--- config.mk ---
export PLATFORM = sky130hd
export DESIGN_NAME = pipeline_mac_accumulator_module
export DESIGN_NICKNAME = d
export VERILOG_FILES = /design/src/rtl/pipeline_mac_accumulator_module.sv
export SDC_FILE = /design/constraint.sdc
export NUM_CORES = 1
export LEC_CHECK = 0
export ABC_AREA = 0
export BUFFER_PORTS_ARGS = -buffer_cell sky130_fd_sc_hd__buf_2
export CAP_MARGIN = 20
export CORE_AREA = 2 2 92 94
export CTS_CLUSTER_DIAMETER = 30
export CTS_CLUSTER_SIZE = 14
export DETAILED_ROUTE_END_ITERATION = 7
export DIE_AREA = 0 0 94 96
export GPL_TIMING_DRIVEN = 1
export PLACE_DENSITY = 0.78
export SLEW_MARGIN = 10
export SYNTH_ARGS = -nofsm -noshare
export SYNTH_HDL_FRONTEND = slang
export SYNTH_SLANG_ARGS = --single-unit
--- constraint.sdc ---
create_clock -name clk -period 3.25 [get_ports clk]
set_clock_uncertainty 0.2 [all_clocks]
set_input_delay 0.4875 -clock clk [delete_from_list [all_inputs] [get_ports clk]]
set_output_delay 0.4875 -clock clk [all_outputs]
set_load 0.1 [all_outputs]
--- src/rtl/pipeline_mac_accumulator_module.sv ---
// Burst accumulator behind a fixed-latency multiplier.
// Issue-side valid/last travel through a LAT-deep delay line so that they line up with
// `product`. Completed burst sums land in a one-deep ready/valid output register. A result
// that finds the register still occupied is dropped and latched into a sticky `overrun`.
module pipeline_mac_accumulator_module #(
   parameter int unsigned LAT   = 3,
   parameter int unsigned ACC_W = 24,
   parameter int unsigned CNT_W = 9
) (
   input  logic                    clk,
   input  logic                    rst,
   input  logic                    issue_valid,
   input  logic                    issue_last,
   input  logic                    clear,
   input  logic signed [15:0]      product,
   output logic                    sum_valid,
   input  logic                    sum_ready,
   output logic signed [ACC_W-1:0] sum,
   output logic [CNT_W-1:0]        sum_count,
   output logic                    overrun,
   output logic                    busy
);

   localparam logic [CNT_W-1:0] CntMax = {CNT_W{1'b1}};
   localparam logic [CNT_W-1:0] CntOne = CNT_W'(1);

   typedef enum logic [0:0] {
      StEmpty,
      StAccum
   } state_e;

   // Delay line: index LAT-1 is the stage aligned with `product`.
   logic [LAT-1:0] dl_valid_q, dl_valid_d;
   logic [LAT-1:0] dl_last_q, dl_last_d;

   state_e state_q, state_d;

   logic signed [ACC_W-1:0] acc_q, acc_d;
   logic [CNT_W-1:0]        cnt_q, cnt_d;

   logic                    sum_valid_q, sum_valid_d;
   logic signed [ACC_W-1:0] sum_q, sum_d;
   logic [CNT_W-1:0]        sum_count_q, sum_count_d;
   logic                    overrun_q, overrun_d;

   logic                    al_valid;
   logic                    al_last;
   logic                    handshake;
   logic signed [ACC_W-1:0] prod_ext;
   logic [CNT_W-1:0]        cnt_sat;
   logic signed [ACC_W-1:0] res_sum;
   logic [CNT_W-1:0]        res_cnt;

   assign al_valid  = dl_valid_q[LAT-1];
   assign al_last   = dl_last_q[LAT-1];
   assign handshake = sum_valid_q & sum_ready;
   assign prod_ext  = ACC_W'(product);
   assign cnt_sat   = (cnt_q == CntMax) ? cnt_q : cnt_q + CntOne;

   // Shift issue-side valid/last toward the product-aligned stage; clear flushes the line.
   always_comb begin
      dl_valid_d    = '0;
      dl_last_d     = '0;
      dl_valid_d[0] = issue_valid;
      // `last` only means something on a valid issue.
      dl_last_d[0]  = issue_valid & issue_last;
      for (int i = 1; i < LAT; i++) begin
         dl_valid_d[i] = dl_valid_q[i-1];
         dl_last_d[i]  = dl_last_q[i-1];
      end
      if (clear) begin
         dl_valid_d = '0;
         dl_last_d  = '0;
      end
   end

   // Accumulate aligned terms, close bursts and manage the output register.
   always_comb begin
      state_d     = state_q;
      acc_d       = acc_q;
      cnt_d       = cnt_q;
      sum_valid_d = sum_valid_q;
      sum_d       = sum_q;
      sum_count_d = sum_count_q;
      overrun_d   = overrun_q;
      res_sum     = '0;
      res_cnt     = '0;

      if (handshake) begin
         sum_valid_d = 1'b0;
      end

      if (al_valid) begin
         unique case (state_q)
            StEmpty: begin
               res_sum = prod_ext;
               res_cnt = CntOne;
            end
            StAccum: begin
               res_sum = acc_q + prod_ext;
               res_cnt = cnt_sat;
            end
         endcase

         if (al_last) begin
            state_d = StEmpty;
            acc_d   = '0;
            cnt_d   = '0;
            // The register is free if empty or being drained in this same cycle.
            if (!sum_valid_q || handshake) begin
               sum_valid_d = 1'b1;
               sum_d       = res_sum;
               sum_count_d = res_cnt;
            end else begin
               overrun_d = 1'b1;
            end
         end else begin
            state_d = StAccum;
            acc_d   = res_sum;
            cnt_d   = res_cnt;
         end
      end

      // Clear wins over every other event; the last delivered sum/count stay visible.
      if (clear) begin
         state_d     = StEmpty;
         acc_d       = '0;
         cnt_d       = '0;
         sum_valid_d = 1'b0;
         overrun_d   = 1'b0;
         sum_d       = sum_q;
         sum_count_d = sum_count_q;
      end
   end

   // State registers with asynchronous reset.
   always_ff @(posedge clk or posedge rst) begin
      if (rst) begin
         dl_valid_q  <= '0;
         dl_last_q   <= '0;
         state_q     <= StEmpty;
         acc_q       <= '0;
         cnt_q       <= '0;
         sum_valid_q <= 1'b0;
         sum_q       <= '0;
         sum_count_q <= '0;
         overrun_q   <= 1'b0;
      end else begin
         dl_valid_q  <= dl_valid_d;
         dl_last_q   <= dl_last_d;
         state_q     <= state_d;
         acc_q       <= acc_d;
         cnt_q       <= cnt_d;
         sum_valid_q <= sum_valid_d;
         sum_q       <= sum_d;
         sum_count_q <= sum_count_d;
         overrun_q   <= overrun_d;
      end
   end

   assign sum_valid = sum_valid_q;
   assign sum       = sum_q;
   assign sum_count = sum_count_q;
   assign overrun   = overrun_q;
   assign busy      = (state_q == StAccum) | (|dl_valid_q);

endmodule
[Yosys cells after proc, flatten, opt, wreduce, memory -nomap -nowiden]
Cells that the tools add are included.
Storage, ports and cells
  register bits: 75
  output and inout bits: 36
  word-level logic and storage cells: 48
Cells by class
  $add $sub $neg: 2
  equality and inequality tests: 2
  muxes and demuxes: 23
  bitwise operators: 5
  reductions and logical operators: 7
Operator list (count)
  two-way mux 24 bit: 3
  case mux 24 bit (2 select lines): 1
  two-way mux 9 bit: 4
  adder 24 x 16 -> 24 bit: 1
  case mux 9 bit (2 select lines): 1
  two-way mux 1 bit: 12
  adder 9 x 1 -> 9 bit, second input constant: 1
  == test 9 bit, second input constant: 1
  two-way mux 3 bit: 2
  AND reduction 4 bit: 1
  nonzero test 2 bit: 2
  AND reduction 3 bit: 1
  OR reduction 3 bit: 1
  AND 1 bit: 2
  != test 2 bit, second input constant: 1
  inverter 1 bit: 2
  logical NOT 1 bit: 1
  logical OR 1 bit: 1
  bitwise OR 1 bit: 1

[Depth between registers and ports, before layout]
  depth after elaboration: 6
  mapped depth: 9
  gate-level depth less buffers: 9

[Worst setup path before layout]
Ideal clock, no wire load.
  kind: input to register
  start point: input port product[0]
  end point: register acc_q[22]
  library setup time: 0.126 ns
  arrival time: 2.575 ns
  data required time: 2.924 ns
  setup slack: 0.349 ns
  stages on the path: 9
  path buffers: 0
  cell sequence: ha_1 > fa_1 > a21o_2 > a311oi_2 > or4_1 > and2_4 > nor4b_2 > a211o_1 > a221o_1
On the way
  cells in the longest elaborated chain, start to end: 5
Ends and longest elaborated chain
  from (decl): line 15  | input logic signed [15:0] product,
  adder 24 x 16 -> 24 bit: line 100  | res_sum = acc_q + prod_ext;
  case mux 24 bit (2 select lines): line 94  | unique case (state_q)
  two-way mux 24 bit: line 105  | if (al_last) begin
  two-way mux 24 bit: line 93  | if (al_valid) begin
  two-way mux 24 bit: line 125  | if (clear) begin
  to (signal assigned): line 142  | acc_q <= '0;
  to (signal assigned): line 152  | acc_q <= acc_d;
  to (decl): line 38  | logic signed [ACC_W-1:0] acc_q, acc_d;
No other way between the ends. The select of a mux whose other input is x is not followed.
A chain may end at the register's enable or synchronous reset.

[Final worst setup path]
  start point: register acc_q[0]
  end point: register acc_q[20]
On the way
  cells in the longest elaborated chain, start to end: 5
Ends and longest elaborated chain (line)
  adder 24 x 16 -> 24 bit: 100
  case mux 24 bit (2 select lines): 94
  two-way mux 24 bit: 105
  two-way mux 24 bit: 93
  two-way mux 24 bit: 125
No other way between the ends. The select of a mux whose other input is x is not followed.

==> run_results.csv <==
group,metric,value,unit
floorplan,ios,58,
critical_path,end_kind,"flip-flop",
floorplan,rows,33,
power,pwr-share-clk,0.367,
layout,drive_gt1_frac,0.193,
floorplan,dieArea,9020,µm²
clock_tree,ctsResizeCount,0,
clock_tree,htree_num_levels,3,
placed_design,hpwlAfterDp,7.85,mm
grt,grt_pass1_vias,3754,
floorplan,die_x,94,µm
timing,rsz0062_at_grt,"false",
min_path,worstHoldEndpoint,"dl_last_q[0]",
timing,fmax,337,MHz
synth,avgSynthCellArea,9.29,µm²
power,peakVddDrop,0.000263,V
clock_tree,path_clk_slew,0.09,ns
timing,fin_setup_tns,0,ns
clock_tree,clock_sinks,75,
drt,num_vias,3901,
layout,syn_to_final_growth,13.2,%
placed_design,dpl_cell_area,4890,µm²
drt,drtAntennaViolNets,0,
timing,period_minus_slack,2.97,ns
layout,finalNetCount,582,
grt,globalRouteOverflowTotal,0,
layout,num_antenna_cells,0,
run,drv_cap,0,
layout,final_core_util,0.634,
placed_design,preCtsSetupSlack,0.0510,ns
timing,holdWs,0.142,ns
synth,yosys.area.top_type,"dfrtp_1",
outcome,status,"finished, final reports clean",
synth,ys_warn_count,0,
synth,postSynth.asyncResetShare,1.00,
grt,grt_max_degree,76,
drt,drtIter0Drc,311,
min_path,hold_class,"input port to flip-flop",
critical_path,crit_required,3.29,ns
clock_tree,cts_made_buffers,9,
grt,antenna_found_initial,0,
critical_path,r2r_end,"acc_q[20]",
power,p_per_area,430,nW/µm²
synth,synthTopCellsByCount,"dfrtp_1 (75), nand2_1 (68), o21ai_0 (68)",
min_path,hold_depth,2,
critical_path,path_max_fanout,4,
drt,drt_wl_total,11.0,mm
synth,synth_most_common_cell,"dfrtp_1",
drt,wire_per_inst,17.1,µm
timing,finalCritPeriodShare,0.912,
clock_tree,root_buffer,"clkbuf_8",
timing,tightest_slew,0.940,ns
drt,drc,0,
placed_design,place_congestion,0.899,
synth,synth_top_area_frac,0.416,
critical_path,r2r_slack,0.28,ns
synth,synthFlopType,"dfrtp_1",
synth,synth_fp_nets,532,
clock_tree,clockBufferDepth,2,
power,power_frac_seq,0.446,
critical_path,critPathKind,"flip-flop to flip-flop",
critical_path,timing.rr.start,"acc_q[0]",
synth,synth.yosys.seq_area_share,0.416,
layout,final_cells,644,
timing,setup_viol,0,
power,internal-power,1.50,mW
synth,synth_cells,485,
timing,maxSlewViolCount,0,
synth,synth-edff-count,0,
critical_path,critical_path_arrival,3.01,ns
power,leakagePower,2.47,nW
min_path,hp-start,"issue_last",
timing,timing.final.ws_setup,0.285,ns
power,p_sw,0.695,mW
critical_path,crit_path_start_kind,"flip-flop",
clock_tree,cts_setup_buffers,0,
drt,firstDrtPassIters,5,
grt,grt_first_pass_wirelength,18.2,mm
critical_path,rr_worst_depth,8,
power,p_sw_frac,0.317,
timing,max-slew-margin-rel,0.374,
synth,ys_ff_latch,75,
clock_tree,cts_tree,"done",
synth,ys_types,65,
timing,finalHoldViolCount,0,
drt,viasPerCell,6.06,
clock_tree,insertion_delay,0.35,ns
placed_design,dp_cells,629,
layout,final_area,5100,µm²
grt,grt_util_all_layers,0.258,
clock_tree,postCtsHoldBufs,0,
floorplan,dieHeight,96,µm
floorplan,core_area,8050,µm²
synth,netlist_area,4510,µm²
power,finalPower,2.19,mW
power,combPwrFrac,0.187,
placed_design,port_buffers,57,
synth,synth.area.top_cells,"dfrtp_1 (42%), o21ai_0 (7.6%), ha_1 (6.7%), nand2_1 (5.7%), mux2i_1 (3.3%)",
floorplan,start_util,0.560,
power by group through the flow:
stage | Clock [mW] | Combinational, mW | Sequential [mW]
6_report | 0.806 | 0.410 | 0.977
5_1_grt | 0.858 | 0.441 | 0.980
4_1_cts | 0.818 | 0.409 | 0.977
3_5_place_dp | 0 | 0.408 | 0.995
3_3_place_gp | 0 | 0.402 | 0.994
2_1_floorplan | 0 | 0.187 | 1.12
cell type report:
cell class / instances / area (µm²)
clock inverters: 6 / 90.1
well taps: 105 / 131
inverters: 7 / 26.3
flip-flops and latches: 75 / 1880
repair buffers: 69 / 375
fillers: 679 / 2950
multi-input cells: 373 / 2480
clock buffers: 9 / 124
state kept, by name, summed over array words and instances, names as in the netlist:
signal,flops
acc_q,24
sum,24
dl_last_q,3
state_q,1
sum_count,9
cnt_q,9
dl_valid_q,3
sum_valid,1
overrun,1
worst max path at each step:
stage | to | cells past startpoint | start
after floorplan | acc_q[22] | 9 | product[0]
after global placement | sum[22] | 10 | product[0]
after detailed placement | acc_q[22] | 10 | product[0]
after CTS | acc_q[22] | 9 | acc_q[0]
after global routing | sum[16] | 9 | acc_q[0]
final | acc_q[20] | 8 | acc_q[0]
cell usage in the layout (no fill, tap or decap), types with 3 or more instances in the layout:
cell type / count
inv_1: 6
nor2_1: 22
clkbuf_8: 9
buf_4: 12
a31o_2: 6
nor2b_1: 6
a31oi_1: 6
nand2_1: 68
a211o_1: 4
and3_1: 5
o21bai_1: 3
xor2_1: 11
o22ai_1: 3
or3_1: 3
o21ai_0: 68
dfrtp_1: 75
a21oi_1: 26
ha_1: 24
o211ai_1: 3
nand4_1: 7
a21o_1: 5
a221o_1: 12
mux2i_1: 15
buf_2: 57
and2_1: 5
xnor2_1: 13
nor3_1: 3
nand3_1: 9
kinds of logic (layout without fill, tap and decap cells):
family	count (synthesis)	count (layout)	share of synthesized area
AO/OA/AOI/OAI	166	166	0.246
flip-flops	75	75	0.416
XOR/XNOR	24	24	0.0466
adder cells (fa/ha/maj)	25	25	0.0711
buffers and inverters	37	91	0.0339
AND/OR/NAND/NOR	142	142	0.150
multiplexers	16	16	0.0358
worst max-delay path, stage by stage, from the launching register on:
cell      delay (ns)
dfrtp_1         0.38
ha_1            0.22
fa_1            0.41
a21o_2          0.23
a311oi_2        0.40
nor3_1          0.15
o41ai_1         0.39
a311oi_1        0.12
a221o_1         0.35
routing by layer:
layer | track usage | part of all wire | vias to the layer above
met4 | 0.107 | 0.024 | 0
met1 | 0.350 | 0.46 | 1882
li1 | - | - | 1878
met5 | 0 | 0 | -
met3 | 0.0439 | 0.052 | 25
met2 | 0.414 | 0.47 | 116
No activity file was read; power rests on OpenSTA's default activity.
